**src/rtl/mem_access_arbiter.sv**
```systemverilog
// ============================================================================
// Module  : mem_access_arbiter
// Brief   : Shares the MAR/MBR/MFA memory port between fetch (F) and data (D)
//           requesters, with D-streak fairness and an MFC watchdog.
// Revision: 1.0
// ============================================================================
`default_nettype none

module mem_access_arbiter #(
  parameter int TIMEOUT      = 16,
  parameter int MAX_D_STREAK = 4
) (
  input  logic        Clk,
  input  logic        Reset,
  input  logic        f_req,
  input  logic [31:0] f_addr,
  input  logic        d_req,
  input  logic        d_rw,
  input  logic        d_word_byte,
  input  logic [31:0] d_addr,
  input  logic [31:0] d_wdata,
  output logic        f_done,
  output logic        d_done,
  output logic [31:0] rdata,
  output logic        err,
  output logic        busy,
  output logic [31:0] mar_out,
  output logic [31:0] mbr_out,
  output logic        MARLOAD,
  output logic        MBRLOAD,
  output logic        MFA,
  output logic        READ_WRITE,
  output logic        WORD_BYTE,
  input  logic        MFC,
  input  logic [31:0] mem_rdata
);

  localparam logic [1:0] c_IDLE = 2'd0;
  localparam logic [1:0] c_LOAD = 2'd1;
  localparam logic [1:0] c_WAIT = 2'd2;
  localparam logic [1:0] c_DONE = 2'd3;

  localparam int c_STREAK_W = (MAX_D_STREAK < 1) ? 1 : $clog2(MAX_D_STREAK + 1);
  localparam logic [c_STREAK_W-1:0] c_STREAK_MAX = c_STREAK_W'(MAX_D_STREAK);
  localparam logic [c_STREAK_W-1:0] c_STREAK_ONE = c_STREAK_W'(1);
  localparam logic [7:0]            c_WDOG_LAST  = 8'(TIMEOUT - 1);

  logic [1:0]            state_q, state_d;
  logic                  owner_q, owner_d;   // 1 = D owns the port
  logic [31:0]           addr_q, addr_d;
  logic                  rw_q, rw_d;
  logic                  wb_q, wb_d;
  logic [31:0]           mbr_q, mbr_d;
  logic [31:0]           rdata_q, rdata_d;
  logic [c_STREAK_W-1:0] streak_q, streak_d;
  logic [7:0]            wdog_q, wdog_d;
  logic                  abort_q, abort_d;
  logic                  grant_d;

  always_ff @(posedge Clk) begin
    if (Reset) begin
      state_q  <= c_IDLE;
      owner_q  <= 1'b0;
      addr_q   <= '0;
      rw_q     <= 1'b0;
      wb_q     <= 1'b0;
      mbr_q    <= '0;
      rdata_q  <= '0;
      streak_q <= '0;
      wdog_q   <= '0;
      abort_q  <= 1'b0;
    end else begin
      state_q  <= state_d;
      owner_q  <= owner_d;
      addr_q   <= addr_d;
      rw_q     <= rw_d;
      wb_q     <= wb_d;
      mbr_q    <= mbr_d;
      rdata_q  <= rdata_d;
      streak_q <= streak_d;
      wdog_q   <= wdog_d;
      abort_q  <= abort_d;
    end
  end

  always_comb begin
    state_d  = state_q;
    owner_d  = owner_q;
    addr_d   = addr_q;
    rw_d     = rw_q;
    wb_d     = wb_q;
    mbr_d    = mbr_q;
    rdata_d  = rdata_q;
    streak_d = streak_q;
    wdog_d   = wdog_q;
    abort_d  = abort_q;
    grant_d  = 1'b0;
    case (state_q)
      c_IDLE: begin
        if (f_req || d_req) begin
          // D wins ties until it has starved a pending F for MAX_D_STREAK grants
          grant_d = d_req && (!f_req || (streak_q != c_STREAK_MAX));
          abort_d = 1'b0;
          state_d = c_LOAD;
          if (grant_d) begin
            owner_d = 1'b1;
            addr_d  = d_addr;
            rw_d    = d_rw;
            wb_d    = d_word_byte;
            if (!d_rw) mbr_d = d_wdata;
            if (!f_req)                         streak_d = '0;
            else if (streak_q != c_STREAK_MAX)  streak_d = streak_q + c_STREAK_ONE;
          end else begin
            owner_d  = 1'b0;
            addr_d   = f_addr;
            rw_d     = 1'b1;
            wb_d     = 1'b1;
            streak_d = '0;
          end
        end
      end
      c_LOAD: begin
        wdog_d  = '0;
        state_d = c_WAIT;
      end
      c_WAIT: begin
        if (MFC) begin
          if (rw_q) rdata_d = mem_rdata;
          state_d = c_DONE;
        end else if (wdog_q == c_WDOG_LAST) begin
          abort_d = 1'b1;
          state_d = c_DONE;
        end else begin
          wdog_d = wdog_q + 8'd1;
        end
      end
      c_DONE:  state_d = c_IDLE;
      default: state_d = c_IDLE;
    endcase
  end

  always_comb begin
    MARLOAD    = 1'b0;
    MBRLOAD    = 1'b0;
    MFA        = 1'b0;
    READ_WRITE = 1'b0;
    WORD_BYTE  = 1'b0;
    f_done     = 1'b0;
    d_done     = 1'b0;
    err        = 1'b0;
    busy       = (state_q != c_IDLE);
    case (state_q)
      c_LOAD: begin
        MARLOAD    = 1'b1;
        MBRLOAD    = !rw_q;
        READ_WRITE = rw_q;
        WORD_BYTE  = wb_q;
      end
      c_WAIT: begin
        MFA        = 1'b1;
        READ_WRITE = rw_q;
        WORD_BYTE  = wb_q;
      end
      c_DONE: begin
        f_done = !owner_q;
        d_done = owner_q;
        err    = abort_q;
      end
      default: ;
    endcase
  end

  assign rdata   = rdata_q;
  assign mar_out = addr_q;
  assign mbr_out = mbr_q;

endmodule

`default_nettype wire
```
**config.mk**
```make
export PLATFORM = sky130hd
export DESIGN_NAME = mem_access_arbiter
export DESIGN_NICKNAME = d
export VERILOG_FILES = /design/src/rtl/mem_access_arbiter.sv
export SDC_FILE = /design/constraint.sdc
export NUM_CORES = 1
export LEC_CHECK = 0
export BUFFER_PORTS_ARGS = -buffer_cell sky130_fd_sc_hd__buf_2
export CORE_MARGIN = 2
export CORE_UTILIZATION = 41
export DETAILED_ROUTE_END_ITERATION = 7
export PLACE_DENSITY_LB_ADDON = 0.3
export REMOVE_ABC_BUFFERS = 1
export SLEW_MARGIN = 25
export SYNTH_ARGS = -nofsm -noshare
export SYNTH_HDL_FRONTEND = slang
export SYNTH_SLANG_ARGS = --single-unit
```
**constraint.sdc**
```tcl
create_clock -name Clk -period 2 [get_ports Clk]
set_clock_uncertainty 0.1 [all_clocks]
set_input_delay 0.6 -clock Clk [delete_from_list [all_inputs] [get_ports Clk]]
set_output_delay 0.6 -clock Clk [all_outputs]
set_load 0.01 [all_outputs]
```
==> metrics.md <==
| Metric | Value |
|---|---|
| Max_cap viols | 0 |
| First-pass GRT wire length | 20500 um |
| Most common cell after layout, fill and taps aside | buf_2 |
| CTS clock-pin slew for the worst setup and hold paths | 0.05 ns |
| Initial core utilization | 42.3% |
| Share of layout cells above drive strength 1 | 38.2% |
| Tcrit/Tclk final | 101% |
| Fin crit period | 2.03 ns |
| Avg Cell Area, Syn | 8.45 um^2 |
| Reg2Reg Setup Slack | 0.15 ns |
| Synth cell types | 40 |
| Die width | 110 um |
| Vias in the first global route | 4424 |
| Largest net degree at the start of global routing | 61 |
| Pre-CTS setup slack | 0.0245 ns |
| Worst slew margin | 70.6% |
| I/O pin total | 240 |
| Clock root cell | clkbuf_16 |
| Die extent in y | 110 um |
| Logic pwr share | 28.5% |
| Clock Path Buffers | 2 |
| Final count of hold timing violations | 0 |
| Setup TNS | -0.0581 ns |
| DRT antenna net count | 0 |
| Global route overflow | 0 |
| Post-CTS Hold Buffers | 0 |
| Diode count | 0 |
| Core Area | 10900 um^2 |
| Routing usage on met2 | 36.7% |
| Critical path class | reg2out |
| Crit-path max FO | 3 |
| Worst hold path type | in2reg |
| Fin. max-slew vios | 0 |
| Cell Int Power | 0.00575 W |
| Synthesized flop and latch total | 113 |
| RSZ-0062 raised after global routing | yes |
| Total CTS buffers | 17 |
| Port buffer count | 239 |
| Layout Nets | 923 |
| Setup WS post-layout | -0.0256 ns |
| Worst hold slack | 0.330 ns |
| Iteration-0 DRC Markers | 364 |
| Drt pass-1 iters | 4 |
| Post-Syn Instances | 547 |
| NetSw | 0.00244 W |
| Grt met1 use | 25.0% |
| Filler cell count | 963 |
| GRT Util Overall | 21.6% |
| Max Fclk | 494 MHz |
| Setup crit end kind | output pin |
| Total wire length | 13300 um |
| Final design utilization | 61.2% |
| Clk_lat worst skew | 0.40 ns |
| Switching Fraction | 29.8% |
| Synth Cell Area | 4620 um^2 |
| H-tree Lvls | 4 |
| Die area | 12100 um^2 |
| Cell Pwr Density | 1220 nW/um^2 |
| CP arrival | 1.33 ns |
| Failing checks | negative setup slack |
| Routability cong. | 0.820 |
| CP required | 1.30 ns |
| Area growth from synthesis to layout | 44.7% |
| Pwr Total | 0.00819 W |
| Via count | 4757 |
| Worst slew pin tran | 0.436 ns |
| Met3 GRT Util | 7.47% |
| Yosys warns | 0 |
| Initial antenna violation count | 0 |
| Remaining DRCs | 0 |
| Async set-reset flop share out of synthesis | 0% |
| Post-synthesis sequential area ratio | 48.9% |
| Most used DFF post-synth | dfxtp_1 |
| Post-synth EDFFs | 0 |
| Clock power frac | 36.8% |
| CTS tree | done |
| Std cell rows | 38 |
| Outcome | finished with violations |
| Sink Count | 113 |
| Critical path launch point type | flip-flop |
| Most frequent cells in the layout | 236 x buf_2, 111 x dfxtp_1, 104 x nand2_1 |
| Post-DR wirelength/cell | 14.3 um |
| Peak supply drop | 835 uV |
| Leak Pwr | 3.29 nW |
| Setup-failing EPs final | 3 |
| Drt via density | 5.11 |
| Global route hottest layer | met2 |
| Sequential share of power | 34.7% |
| Post-DP HPWL | 9580 um |
==> worst max-delay path, cell delays in order, from the launching register on <==
cell	delay, ns
dfxtp_4	0.36
inv_4	0.05
ha_4	0.28
and2_4	0.14
buf_6	0.09
==> Yosys cell counts (2+ instances only) <==
library cell,n,area [um^2]
nand4b_1,2,17.5
nor3_1,5,25.0
nand2b_1,2,12.5
inv_1,6,22.5
nor2_1,79,297
buf_2,9,45.0
a21oi_1,43,215
o31a_1,2,17.5
nand2_1,104,390
nor2b_1,2,12.5
and2_1,4,25.0
clkbuf_1,29,109
nand3b_1,4,30.0
and3_1,2,12.5
a311oi_1,32,280
mux2i_1,32,320
mux2_2,3,33.8
nand3_1,40,200
ha_1,7,87.6
buf_4,3,22.5
nor4_1,2,12.5
o21ai_0,4,20.0
buf_1,2,7.51
dfxtp_1,113,2260
==> power groups by stage <==
| stage | registers, W | clock network (W) | logic [W] |
|---|---|---|---|
| 6_report | 0.00284 | 0.00302 | 0.00233 |
| 5_1_grt | 0.00288 | 0.00317 | 0.00258 |
| 4_1_cts | 0.00284 | 0.00307 | 0.00235 |
| 3_5_place_dp | 0.00286 | 0 | 0.00215 |
| 3_3_place_gp | 0.00284 | 0 | 0.00209 |
| 2_1_floorplan | 0.00300 | 0 | 0.00108 |
==> cells by family (layout without fill, tap and decap cells) <==
kind of cell	count (synthesis)	after routing	synth area share, %
mux	35	35	7.66
simple gates	251	251	23.5
flops	113	113	48.9
buf+inv	50	294	4.57
compound gates	91	91	13.5
fa+ha+maj	7	7	1.89
==> area by class of cell <==
type	instances	area, um^2	area share (%)
Timing Repair Buffer	259	1440	21.5
Sequential cell	113	2270	33.9
Multi-Input combinational cell	384	2180	32.7
Clock inverter	6	105	1.57
Inverter	6	27.5	0.411
Tap cell	140	175	2.62
Clock buffer	23	488	7.29
==> routing by layer <==
| layer | part of all wire (%) | vias to the layer above | wire, um |
|---|---|---|---|
| met5 | 0 | - | 0 |
| met4 | 1.8 | 0 | 244 |
| met3 | 10 | 21 | 1340 |
| met2 | 47 | 225 | 6320 |
| met1 | 41 | 2156 | 5410 |
| li1 | - | 2355 | - |
==> through the flow <==
step	instance area, um^2	instances
4_1_cts	6690	931
3_3_place_gp	5990	896
3_5_place_dp	5990	896
2_1_floorplan	4440	503
6_report	6690	931
5_1_grt	6690	931
==> path summary, 6_finish.rpt <==
check,startpoint,end,cells past startpoint
worst max-delay path,state_q[1],WORD_BYTE,4
worst min-delay path,d_wdata[22],mbr_out[22],3
worst max register to register,state_q[0],wdog_q[5],6
worst min register to register,rdata[15],rdata[15],2
==> registers in the layout (all words and copies together), names as in the netlist, 2 cells and up <==
signal / count
mbr_out: 32
state_q: 2
streak_q: 3
mar_out: 32
wdog_q: 8
rdata: 32
==> timing repair <==
action / CTS / global route
endpoints found under the setup margin: 6 / 5
endpoints found under the hold margin: 0 / 0
setup buffers: 6 / 0
pin swaps: 2 / 1
gates cloned: 0 / 0
resized for setup: 16 / 1
Note: power is estimated with default switching activity, not from simulation.
